--- config.mk ---
export PLATFORM = sky130hd
export DESIGN_NAME = seq_shift_rotate
export DESIGN_NICKNAME = d
export VERILOG_FILES = /design/src/rtl/seq_shift_pkg.sv /design/src/rtl/shift_step.sv /design/src/rtl/seq_shift_rotate.sv
export SDC_FILE = /design/constraint.sdc
export NUM_CORES = 1
export LEC_CHECK = 0
export CORE_MARGIN = 2
export CORE_UTILIZATION = 45
export CTS_BUF_LIST = sky130_fd_sc_hd__clkbuf_16
export DETAILED_ROUTE_END_ITERATION = 7
export DONT_BUFFER_PORTS = 1
export PLACE_DENSITY = 0.59
export SYNTH_ARGS = -nofsm -noshare
export SYNTH_HDL_FRONTEND = slang
export SYNTH_HIERARCHICAL = 1
export SYNTH_SLANG_ARGS = --single-unit
--- constraint.sdc ---
create_clock -name clk -period 1.8 [get_ports clk]
set_clock_uncertainty 0.05 [all_clocks]
set_input_delay 0.36 -clock clk [delete_from_list [all_inputs] [get_ports clk]]
set_output_delay 0.36 -clock clk [all_outputs]
set_load 0.02 [all_outputs]
--- src/rtl/seq_shift_pkg.sv ---
// rtl/seq_shift_pkg.sv - op codes and FSM state encoding for the iterative shifter
package seq_shift_pkg;

    localparam logic [2:0] OP_PASS = 3'b000;
    localparam logic [2:0] OP_SHR  = 3'b001;
    localparam logic [2:0] OP_SHL  = 3'b010;
    localparam logic [2:0] OP_SAR  = 3'b011;
    localparam logic [2:0] OP_ROR  = 3'b100;
    localparam logic [2:0] OP_ROL  = 3'b101;

    localparam logic [1:0] S_IDLE  = 2'd0;
    localparam logic [1:0] S_SHIFT = 2'd1;
    localparam logic [1:0] S_DONE  = 2'd2;

endpackage

--- src/rtl/shift_step.sv ---
// rtl/shift_step.sv - one-bit shift/rotate step, combinational
module shift_step
    import seq_shift_pkg::*;
#(
    parameter int WIDTH = 8
) (
    input  logic [2:0]       op,
    input  logic [WIDTH-1:0] d,
    output logic [WIDTH-1:0] q
);

    // Select the single-position move for the latched operation; pass and reserved codes hold
    always_comb begin
        q = d;
        case (op)
            OP_SHR:  q = {1'b0, d[WIDTH-1:1]};
            OP_SHL:  q = {d[WIDTH-2:0], 1'b0};
            OP_SAR:  q = {d[WIDTH-1], d[WIDTH-1:1]};
            OP_ROR:  q = {d[0], d[WIDTH-1:1]};
            OP_ROL:  q = {d[WIDTH-2:0], d[WIDTH-1]};
            default: q = d;
        endcase
    end

endmodule

--- src/rtl/seq_shift_rotate.sv ---
// rtl/seq_shift_rotate.sv - handshaked iterative shift/rotate unit, one bit per clock
module seq_shift_rotate
    import seq_shift_pkg::*;
#(
    parameter int WIDTH = 8,
    parameter int AW    = $clog2(WIDTH) + 1
) (
    input  logic             clk,
    input  logic             rst,
    input  logic             start,
    input  logic [2:0]       op,
    input  logic [AW-1:0]    amt,
    input  logic [WIDTH-1:0] din,
    output logic [WIDTH-1:0] dout,
    output logic             busy,
    output logic             done
);

    logic [1:0]       state;
    logic [2:0]       op_q;
    logic [AW-1:0]    cnt;
    logic [AW-1:0]    eff;
    logic [WIDTH-1:0] step_d;

    // Effective step count: shifts saturate at WIDTH, rotates wrap modulo WIDTH, pass does nothing
    always_comb begin
        eff = '0;
        case (op)
            OP_SHR, OP_SHL, OP_SAR: eff = (amt > AW'(WIDTH)) ? AW'(WIDTH) : amt;
            OP_ROR, OP_ROL:         eff = {1'b0, amt[AW-2:0]};
            default:                eff = '0;
        endcase
    end

    shift_step #(
        .WIDTH(WIDTH)
    ) u_step (
        .op(op_q),
        .d (dout),
        .q (step_d)
    );

    // Control FSM, step counter and working register; reset overrides any pending request
    always_ff @(posedge clk) begin
        if (rst) begin
            state <= S_IDLE;
            op_q  <= OP_PASS;
            cnt   <= '0;
            dout  <= '0;
        end else begin
            case (state)
                S_IDLE: begin
                    if (start) begin
                        dout  <= din;
                        op_q  <= op;
                        cnt   <= eff;
                        state <= (eff != '0) ? S_SHIFT : S_DONE;
                    end
                end
                S_SHIFT: begin
                    dout <= step_d;
                    cnt  <= cnt - 1'b1;
                    if (cnt == AW'(1)) begin
                        state <= S_DONE;
                    end
                end
                S_DONE: begin
                    state <= S_IDLE;
                end
                default: begin
                    state <= S_IDLE;
                end
            endcase
        end
    end

    assign busy = (state != S_IDLE);
    assign done = (state == S_DONE);

endmodule
Word level (Yosys, flattened, before mapping)
Index checks and enable logic that the tools add are counted.
{"block": "word_totals", "reg_bits": 17, "inputBits": 18, "output_inout_bits": 10, "word_cells": 47}
{"block": "op_classes", "n_addsub": 1, "magnitude_cmp": 1, "n_eq_ne": 18, "mux": 11, "reduce_logical": 11}
{"cell": "$pmux W8 S5", "n": 1}
{"cell": "$pmux W4 S2", "n": 2}
{"cell": "$pmux W8 S2", "n": 1}
{"cell": "$eq A3 B2 Y1 const B", "n": 4}
{"cell": "$eq A3 B3 Y1 const B", "n": 4}
{"cell": "$mux W4", "n": 2}
{"cell": "$mux W8", "n": 1}
{"cell": "$eq A3 B1 Y1 const B", "n": 2}
{"cell": "$mux W2", "n": 3}
{"cell": "$ne A2 B2 Y1 const B", "n": 3}
{"cell": "$ne A6 B1 Y1 const B", "n": 1}
{"cell": "$reduce_and A2 Y1", "n": 3}
{"cell": "$ne A5 B1 Y1 const B", "n": 1}
{"cell": "$eq A4 B1 Y1 const B", "n": 1}
{"cell": "$gt A4 B4 Y1 const B", "n": 1}
{"cell": "$pmux W2 S2", "n": 1}
{"cell": "$reduce_and A4 Y1", "n": 1}
{"cell": "$reduce_bool A2 Y1", "n": 2}
{"cell": "$reduce_bool A4 Y1", "n": 1}
{"cell": "$sub A4 B1 Y4 const B", "n": 1}
{"cell": "$reduce_and A3 Y1", "n": 1}
{"cell": "$reduce_or A3 Y1", "n": 1}
{"cell": "$eq A2 B1 Y1 const B", "n": 1}
{"cell": "$eq A2 B2 Y1 const B", "n": 1}
{"cell": "other kinds (2)", "n": 2}

Longest topological paths before layout
Gate-level depths: netlist of the first run.
{"block": "logic_depth", "depth_word": 7, "mapped_depth": 7, "mapped_depth_nobuf": 5}

Cells and area by module
The synthesis of the first run kept the hierarchy.
{"module": "seq_shift_rotate", "instances": 1, "cells_each": 116, "area_each_um2": 959.7, "seq_area_each_um2": 340.3}
{"module": "shift_step", "instances": 1, "cells_each": 58, "area_each_um2": 421.7, "seq_area_each_um2": 0.0}

Worst setup path before layout of the first run
No wires, ideal clock.
{"block": "synth_timing", "path_type": "register -> register", "start": "register dout[2]", "end": "register dout[1]", "arrival_ns": 1.458, "required_time_ns": 1.662, "path_slack_ns": 0.204, "path_stages_with_launch": 6, "path_cell_list": "dfxtp_1 -> and2b_2 -> o21bai_1 -> a221oi_1 -> nand2_1 -> a311oi_2"}
{"block": "synth_via", "elab_chain_len": 2}
{"element": "start: declaration", "line_no": "seq_shift_rotate.sv:14", "text": "output logic [WIDTH-1:0] dout,"}
{"element": "start signal: assignment", "line_no": "seq_shift_rotate.sv:54", "text": "dout <= din;"}
{"element": "start signal: assignment", "line_no": "seq_shift_rotate.sv:61", "text": "dout <= step_d;"}
{"element": "$pmux W8 S5", "line_no": "shift_step.sv:15", "text": "case (op)"}
{"element": "named net step_d[1]", "line_no": "seq_shift_rotate.sv:23", "text": "logic [WIDTH-1:0] step_d;"}
{"element": "$pmux W8 S2", "line_no": "seq_shift_rotate.sv:51", "text": "case (state)"}
The timed path passes the listed nets, and every way through them passes these cells.
A chain may end at the register's enable or synchronous reset.

Final worst setup path of the first run
{"block": "layout_timing", "start": "register op_q[2]", "end": "register dout[3]"}
{"block": "layout_via", "elab_chain_len": 3}
{"element": "start: declaration", "line_no": "seq_shift_rotate.sv:20", "text": "logic [2:0] op_q;"}
{"element": "start signal: assignment", "line_no": "seq_shift_rotate.sv:55", "text": "op_q <= op;"}
{"element": "$eq A3 B3 Y1, or another cell as far along", "line_no": "shift_step.sv:15"}
{"element": "$pmux W8 S5 (*)", "line_no": "shift_step.sv:15"}
{"element": "named net step_d[3]", "line_no": "seq_shift_rotate.sv:23"}
{"element": "$pmux W8 S2 (*)", "line_no": "seq_shift_rotate.sv:51"}
Mark *: on every way through the listed nets, which the timed path passes. The rest lies on a longest branch.

==> results of run 1 <==
## per-stage QoR
step | hold WS [ps] | instances | util, %
final | 120 | 210 | 51.1
after global placement | 380 | 206 | 48.3
after detailed placement | 381 | 206 | 48.3
after floorplan | 400 | 174 | -
after global routing | 118 | 210 | 51.1
after CTS | 116 | 210 | 51.0
## logic make-up (layout without fill, tap and decap cells)
family                     Yosys count  after routing  share of synthesized area (%)
and+or+nand+nor                     75             75                           27.4
muxes                                3              3                           2.54
AOI/OAI and AO/OA                   59             59                           36.1
buffers and inverters               18             21                           7.61
DFF                                 17             17                           24.6
adders and majority gates            2              2                           1.81
## power by group
group	switching (W)	internal, W
Sequential	0.000147	0.000464
Clock	0.000149	0.000295
Combinational	0.000481	0.000407
Total	0.000777	0.00117
## flip-flops by register name, summed over array words and instances, names as in the netlist
name / flops
dout: 8
cnt: 4
state: 2
op_q: 3
## critical path: cells and delay by family (launching register included)
family,cells,cell delay [ps]
AOI/OAI and AO/OA,3,700
and+or+nand+nor,2,320
buffers and inverters,1,160
DFF,1,320
## timing repair
action                                  4_1_cts  5_1_grt
hold buffers                                  0        0
endpoints found under the setup margin        0        7
resized for setup                             0        2
## placed cells by master, fill, tap and decap left out, drive strengths merged, types with 2 or more instances in the layout
| cell type | synthesis | layout |
|---|---|---|
| o21bai | 3 | 3 |
| or3 | 2 | 2 |
| a21oi | 10 | 10 |
| or2 | 2 | 2 |
| a221oi | 8 | 8 |
| o21ai | 6 | 6 |
| nor2 | 18 | 18 |
| a311oi | 8 | 8 |
| o21a | 4 | 4 |
| mux2i | 2 | 2 |
| nor4 | 2 | 2 |
| inv | 5 | 6 |
| and3 | 2 | 2 |
| or2b | 2 | 2 |
| clkbuf | 3 | 3 |
| o311ai | 2 | 2 |
| buf | 10 | 12 |
| dfxtp | 17 | 17 |
| o31ai | 3 | 3 |
| nand2 | 26 | 26 |
| nor2b | 6 | 6 |
| ha | 2 | 2 |
| o22ai | 6 | 6 |
| nor3 | 4 | 4 |
| nand2b | 5 | 5 |
| a31oi | 2 | 2 |
| a21boi | 2 | 2 |
## how the worst max path moves through the flow
| stage | startpoint | slack (ps) | to | cells past startpoint |
|---|---|---|---|---|
| 2_1_floorplan | dout[2] | 200 | dout[1] | 5 |
| 3_3_place_gp | op_q[0] | 140 | dout[3] | 4 |
| 3_5_place_dp | op_q[0] | 60 | dout[3] | 4 |
| 4_1_cts | op_q[0] | 30 | dout[3] | 4 |
| 5_1_grt | op_q[2] | 60 | dout[3] | 6 |
| 6_report | op_q[2] | 170 | dout[3] | 6 |
## metal layers
layer / vias up / track usage (%)
met3: 6 / 3.28
met4: 0 / 10.7
met2: 38 / 33.4
met1: 617 / 23.1
li1: 655 / -
met5: - / 0
## cell type report
class | count | share of cell area, %
multi-input combinational | 139 | 61.6
sequential | 17 | 22.6
timing repair buffer | 12 | 6.75
clock buffer | 3 | 4.94
tap | 33 | 2.72
inverter | 5 | 1.23
clock inverter | 1 | 0.247
==> results.sh, run 1 <==
export IMPL_diodes=0
export IMPL_reg2reg_to="dout[3]"
export IMPL_grt_pass1_vias=1196
export IMPL_synth_cell_types=50
export IMPL_syn_area_um2=1380
export IMPL_design_area_um2=1520
export IMPL_portBuffers=0
export IMPL_first_pass_iters=4
export IMPL_multi_input_area_um2=936
export IMPL_synth_ff_type="dfxtp_1"
export IMPL_maxCapViolCount=0
export IMPL_drc=0
export IMPL_synthesis_nets=194
export IMPL_yosysSeqAreaShare_pct=24.6
export IMPL_synth_edf_count=0
export IMPL_drtIter0Drc=53
export IMPL_vdd_ir_drop_worst_mv=0.517
export IMPL_drv_slew=0
export IMPL_grt_overflow=0
export IMPL_tightest_slew_ps=481
export IMPL_worstHoldPathCells=1
export IMPL_fin_nets=198
export IMPL_cts_inserted_buffers=3
export IMPL_rows=20
export IMPL_syn_area_per_cell_um2=7.94
export IMPL_synth_top_area_cell="dfxtp_1"
export IMPL_post_cts_buffers=0
export IMPL_initial_core_util_pct=46.4
export IMPL_top_layer_used="met4"
export IMPL_synth_commonest_cells="nand2_1, dfxtp_1, nor2_1"
export IMPL_setup_violations=0
export IMPL_cp_slowest_stage_delay_ps=320
export IMPL_yosysMostFrequentCell="nand2_1"
export IMPL_wl_met2_um=1570
export IMPL_htreeDepth=1
export IMPL_pre_cts_ws_ps=55.1
export IMPL_die_w_um=59.4
export IMPL_pin_count=28
export IMPL_grt_pass1_wl_um=5310
export IMPL_critical_path_class="flop to flop"
export IMPL_antenna_found_initial=0
export IMPL_finalCritPeriodShare_pct=90.5
export IMPL_min_to="dout[6]"
export IMPL_cp_end_kind="flop"
export IMPL_cts_sinks=17
export IMPL_reg2reg_depth=6
export IMPL_critPathSlowestCell="dfxtp_1"
export IMPL_routed_via_density=6.27
export IMPL_crit_fanout=34
export IMPL_vias=1316
export IMPL_yosys_warnings=6
export IMPL_worst_slack_ps=172
export IMPL_ys_ff_latch=17
export IMPL_wirelength_um=3190
export IMPL_layout_drive_gt1_share_pct=21.5
export IMPL_setup_tns_ps=0
export IMPL_crit_arrival_ps=1740
export IMPL_synth_top_area_share_pct=24.6
export IMPL_max_freq_mhz=614
export IMPL_clk_path_buf_depth=2
export IMPL_drtAntennaViolNets=0
export IMPL_cts_tree="built"
export IMPL_async_reset_ff_share_pct=0
export IMPL_gp_congestion=0.786
export IMPL_cp_cell_sequence="buf_12 -> and2b_2 -> a22o_1 -> a221oi_1 -> nand2_1 -> a311oi_2"
export IMPL_startpoint_type="flop"
export IMPL_die_area_um2=3530
export IMPL_status="finished, final reports clean"
export IMPL_dpl_hpwl_um=2310
export IMPL_area_growth_pct=10.1
export IMPL_clock_latency_ps=250
export IMPL_grt_use_total_pct=19.6
export IMPL_fillCellCount=287
export IMPL_period_minus_slack_ps=1630
export IMPL_hold_viol_final=0
export IMPL_hp_class="input port to flop"
export IMPL_die_height_um=59.4
export IMPL_total_leakage_power_nw=0.567
export IMPL_grt_max_degree=35
export IMPL_wl_met1_um=1390
export IMPL_holdCritStartpoint="rst"
export IMPL_placed_area_um2=1440
export IMPL_maxSlewHeadroom_pct=67.8
export IMPL_p_total_w=0.00194
export IMPL_crit_required_ps=1910
export IMPL_routedWlPerCell_um=15.2
export IMPL_routed_wl_met3_um=141
export IMPL_register_area_um2=343
export IMPL_reg2reg_setup_slack_ps=170
export IMPL_clock_root_buffer="clkbuf_16"
export IMPL_power_density_nw_per_um2=1280
export IMPL_core_area_um2=2980
export IMPL_synthTopCellsByArea="dfxtp_1, a311oi_2, nand2_1, a221oi_1, nor2_1"
export IMPL_r2r_start="op_q[2]"
export IMPL_clkSlewWorstSetupHoldPaths_ps=50
export IMPL_netlist_instances=174
export IMPL_rsz0062_at_grt="no"
Power figures use the tool's default switching activity.
==> run 2: changes to the inputs <==
--- a/config.mk
+++ b/config.mk
@@ -10,6 +10,7 @@
 export CTS_BUF_LIST = sky130_fd_sc_hd__clkbuf_16
 export DETAILED_ROUTE_END_ITERATION = 7
 export DONT_BUFFER_PORTS = 1
+export MAX_ROUTING_LAYER = met4
 export PLACE_DENSITY = 0.59
 export SYNTH_ARGS = -nofsm -noshare
 export SYNTH_HDL_FRONTEND = slang
==> run 2 against run 1 <==
Effect of this change: critical path depth is the same; highest routed layer unchanged; largest power group unchanged; sequential power barely moved; largest cell class unchanged; worst hold slack about the same; design area unchanged; die area did not move.
==> results.sh, run 2 (synthesis gave the netlist of run 1 again) <==
export IMPL_grt_pass1_vias=1200
export IMPL_final_common_cell="nand2_1"
export IMPL_routed_via_density=6.29
export IMPL_hold_viol_final=0
export IMPL_fin_nets=198
export IMPL_status="finished, final reports clean"
export IMPL_die_height_um=59.4
export IMPL_hp_class="input port to flop"
export IMPL_cts_sinks=17
export IMPL_power_density_nw_per_um2=1280
export IMPL_drv_slew=0
export IMPL_startpoint_type="flop"
export IMPL_core_area_um2=2980
export IMPL_clkSlewWorstSetupHoldPaths_ps=50
export IMPL_worst_hold_slack_ps=120
export IMPL_setup_tns_ps=0
export IMPL_grt_max_degree=35
export IMPL_top_regs="dout: 8 flops, cnt: 4 flops, op_q: 3 flops"
export IMPL_routedWlPerCell_um=15.2
export IMPL_finalCritPeriodShare_pct=90.4
export IMPL_critical_path_class="flop to flop"
export IMPL_cts_inserted_buffers=3
export IMPL_layout_common_cells="nand2_1, nor2_1, dfxtp_1"
export IMPL_stdcell_count=210
export IMPL_max_freq_mhz=614
export IMPL_pin_count=28
export IMPL_rows=20
export IMPL_antenna_found_initial=0
export IMPL_worst_slack_ps=172
export IMPL_clk_path_buf_depth=2
export IMPL_largest_register_ffs=8
export IMPL_dpl_hpwl_um=2310
export IMPL_reg2reg_setup_slack_ps=170
export IMPL_tightest_slew_ps=485
export IMPL_p_total_w=0.00194
export IMPL_area_growth_pct=10.1
export IMPL_wirelength_um=3200
export IMPL_first_pass_iters=4
export IMPL_drtIter0Drc=51
export IMPL_vias=1321
export IMPL_gp_congestion=0.797
export IMPL_crit_arrival_ps=1740
export IMPL_cp_end_kind="flop"
export IMPL_largest_register="dout"
export IMPL_layout_drive_gt1_share_pct=21.5
export IMPL_setup_violations=0
export IMPL_period_minus_slack_ps=1630
export IMPL_maxCapViolCount=0
export IMPL_htreeDepth=1
export IMPL_die_w_um=59.4
export IMPL_clock_latency_ps=250
export IMPL_crit_required_ps=1910
export IMPL_pre_cts_ws_ps=55.1
export IMPL_fillCellCount=287
export IMPL_grt_pass1_wl_um=5300
export IMPL_clock_root_buffer="clkbuf_16"
export IMPL_grt_overflow=0
export IMPL_holdBufCountCts=0
export IMPL_diodes=0
export IMPL_maxSlewHeadroom_pct=67.5
export IMPL_cts_tree="built"
export IMPL_dp_cells=206
export IMPL_grt_use_total_pct=20.1
export IMPL_drc=0
export IMPL_total_leakage_power_nw=0.567
export IMPL_vdd_ir_drop_worst_mv=0.518
export IMPL_crit_fanout=34
export IMPL_die_area_um2=3530
export IMPL_portBuffers=0
export IMPL_initial_core_util_pct=46.4
export IMPL_rsz0062_at_grt="no"
export IMPL_drtAntennaViolNets=0
-- run 2: cell counts in the layout (fill, tap and decap cells not counted) --
No cell type changed its count.
-- run 2: report_power, final --
group | switching (W) | internal (W) | total (W)
clock | 0.000150 | 0.000295 | 0.000445
combinational | 0.000481 | 0.000407 | 0.000888
sequential | 0.000148 | 0.000464 | 0.000611
-- run 2: final timing paths --
check           from       to  depth (start not counted)
min              rst  dout[6]                          1
max reg2reg  op_q[2]  dout[3]                          6
max          op_q[2]  dout[3]                          6
min reg2reg   cnt[1]   cnt[1]                          2
-- run 2: critical path, cell delays in order (launching register included) --
cell and delay, ps:
dfxtp_1 320, buf_12 160, and2b_2 220, a22o_1 240
a221oi_1 220, nand2_1 100, a311oi_2 240
-- run 2: timing repair --
action                     in CTS  in global routing
buffers inserted                0                  0
setup endpoints to repair       0                  7
resized for setup               0                  2
-- run 2: per-layer routing --
layer	track usage [%]	wire length (µm)
met1	23.3	1380
met2	33.4	1600
met3	2.84	160
met4	10.7	61
met5	-	0
-- run 2: layout make-up --
type                    instances  area, µm²  share of cell area, %
multi-input cells             139        936                   61.6
flip-flops and latches         17        343                   22.6
repair buffers                 12        103                   6.75
clock buffers                   3       75.1                   4.94
well taps                      33       41.3                   2.72
inverters                       5       18.8                   1.23
clock inverters                 1       3.75                  0.247
-- run 2: per-stage QoR --
stage	instance area (µm²)	util, %
detailed placement	1440	48.3
global placement	1440	48.3
floorplan	1380	-
CTS	1520	51.0
global route	1520	51.1
finish	1520	51.1
==> run 3: changes to the inputs <==
--- a/config.mk
+++ b/config.mk
@@ -11,7 +11,7 @@
 export DETAILED_ROUTE_END_ITERATION = 7
 export DONT_BUFFER_PORTS = 1
 export MAX_ROUTING_LAYER = met4
-export PLACE_DENSITY = 0.59
+export PLACE_DENSITY_LB_ADDON = 0.2
 export SYNTH_ARGS = -nofsm -noshare
 export SYNTH_HDL_FRONTEND = slang
 export SYNTH_HIERARCHICAL = 1
==> constraint.sdc (replaced) <==
create_clock -name clk -period 1.8 [get_ports clk]
set_clock_uncertainty 0.05 [all_clocks]
set_input_delay 0.36 -clock clk [delete_from_list [all_inputs] [get_ports clk]]
set_output_delay 0.36 -clock clk [all_outputs]
set_load 0.05 [all_outputs]
==> run 3 against run 2 <==
Effect of this change: first-iteration DRC count is 35% higher; clock power is 2% lower; clock-buffer cell count stayed put; cell count is 2.4% higher; power is 8.2% higher; worst hold slack better by 2.9 ps; non-clock buffer count is 5 higher; critical path depth stayed put; design area is 2.6% higher; critical endpoint is now dout[2]; highest routed layer unchanged.
==> results.sh, run 3 (synthesis gave the netlist of run 1 again) <==
export IMPL_grt_pass1_wl_um=5700
export IMPL_post_cts_buffers=0
export IMPL_drv_slew=0
export IMPL_holdBufCountCts=0
export IMPL_crit_arrival_ps=1750
export IMPL_area_growth_pct=12.9
export IMPL_hp_class="input port to flop"
export IMPL_crit_fanout=34
export IMPL_cp_end_kind="flop"
export IMPL_final_common_cell="nand2_1"
export IMPL_worst_hold_slack_ps=123
export IMPL_reg2reg_to="dout[2]"
export IMPL_finalCritPeriodShare_pct=91.6
export IMPL_clock_root_buffer="clkbuf_16"
export IMPL_routed_via_density=6.13
export IMPL_pre_cts_ws_ps=116
export IMPL_drtIter0Drc=69
export IMPL_clkSlewWorstSetupHoldPaths_ps=50
export IMPL_design_area_um2=1560
export IMPL_maxCapViolCount=0
export IMPL_vias=1317
export IMPL_diodes=0
export IMPL_fin_nets=203
export IMPL_setup_violations=0
export IMPL_drtAntennaViolNets=0
export IMPL_min_to="dout[7]"
export IMPL_holdCritStartpoint="rst"
export IMPL_largest_register="dout"
export IMPL_postCtsResizedCells=0
export IMPL_worstHoldPathCells=1
export IMPL_worst_slack_ps=151
export IMPL_grt_max_degree=35
export IMPL_power_density_nw_per_um2=1350
export IMPL_maxSlewHeadroom_pct=65.4
export IMPL_die_height_um=59.4
export IMPL_setup_tns_ps=0
export IMPL_layout_common_cells="nand2_1, nor2_1, buf_4"
export IMPL_period_minus_slack_ps=1650
export IMPL_cts_inserted_buffers=3
export IMPL_grt_overflow=0
export IMPL_pin_count=28
export IMPL_tightest_slew_ps=517
export IMPL_routedWlPerCell_um=15.6
export IMPL_cts_sinks=17
export IMPL_core_area_um2=2980
export IMPL_first_pass_iters=4
export IMPL_clk_path_buf_depth=2
export IMPL_vdd_ir_drop_worst_mv=0.487
export IMPL_reg2reg_depth=6
export IMPL_layout_drive_gt1_share_pct=24.2
export IMPL_portBuffers=0
export IMPL_startpoint_type="flop"
export IMPL_status="finished, final reports clean"
export IMPL_drc=0
export IMPL_gp_congestion=0.854
export IMPL_clock_latency_ps=250
export IMPL_critical_path_class="flop to flop"
export IMPL_die_area_um2=3530
export IMPL_die_w_um=59.4
export IMPL_placed_area_um2=1480
export IMPL_dpl_hpwl_um=2510
export IMPL_top_regs="dout: 8 flops, cnt: 4 flops, op_q: 3 flops"
export IMPL_largest_register_ffs=8
export IMPL_rsz0062_at_grt="no"
export IMPL_crit_required_ps=1900
export IMPL_max_freq_mhz=607
export IMPL_r2r_start="op_q[2]"
export IMPL_initial_core_util_pct=46.4
export IMPL_grt_use_total_pct=21.6
export IMPL_rows=20
export IMPL_wirelength_um=3350
export IMPL_hold_viol_final=0
export IMPL_htreeDepth=1
export IMPL_antenna_found_initial=0
export IMPL_cts_tree="built"
export IMPL_total_leakage_power_nw=0.593
export IMPL_reg2reg_setup_slack_ps=150
export IMPL_grt_pass1_vias=1288
export IMPL_worstSetupStartpoint="op_q[2]"
==> run 3: changes by cell type in the layout (fill, tap and decap cells not counted), sizes merged <==
cell,change
buf,+5
==> run 3: worst max-delay path by stage <==
| stage | depth (start not counted) | to | slack (ps) |
|---|---|---|---|
| floorplan | 5 | dout[4] | 120 |
| global placement | 4 | dout[2] | 160 |
| detailed placement | 4 | dout[2] | 120 |
| CTS | 4 | dout[2] | 90 |
| global route | 6 | dout[2] | 10 |
| finish | 6 | dout[2] | 150 |
==> run 3: metrics by stage <==
| step | std cells | utilization, % | power (W) |
|---|---|---|---|
| 2_1_floorplan | 174 | - | 0.00144 |
| 3_3_place_gp | 211 | 49.6 | 0.00163 |
| 3_5_place_dp | 211 | 49.6 | 0.00167 |
| 4_1_cts | 215 | 52.3 | 0.00211 |
| 5_1_grt | 215 | 52.4 | 0.00224 |
| 6_report | 215 | 52.4 | 0.00210 |
==> run 3: critical path: stages, from the launching register on <==
cell	delay, ps
dfxtp_1	320
buf_12	160
and2b_2	220
o21a_1	200
a221oi_1	240
nand2_1	120
a311oi_2	240
==> run 3: where the power goes <==
| group | internal (W) | switching, W |
|---|---|---|
| Combinational | 0.000434 | 0.000629 |
| Clock | 0.000295 | 0.000144 |
| Sequential | 0.000465 | 0.000138 |
==> run 3: final cells by class <==
type	instances	area [µm²]
repair buffers	17	140
clock buffers	3	75.1
fillers	278	1420
clock inverters	1	3.75
multi-input cells	139	936
well taps	33	41.3
flip-flops and latches	17	344
inverters	5	18.8
==> run 3: routing by layer <==
layer / wire (µm) / vias up / track usage, %
li1: - / 666 / -
met1: 1500 / 616 / 25.7
met2: 1680 / 29 / 35.0
met3: 134 / 6 / 4.80
met4: 44 / 0 / 9.09
met5: 0 / - / -
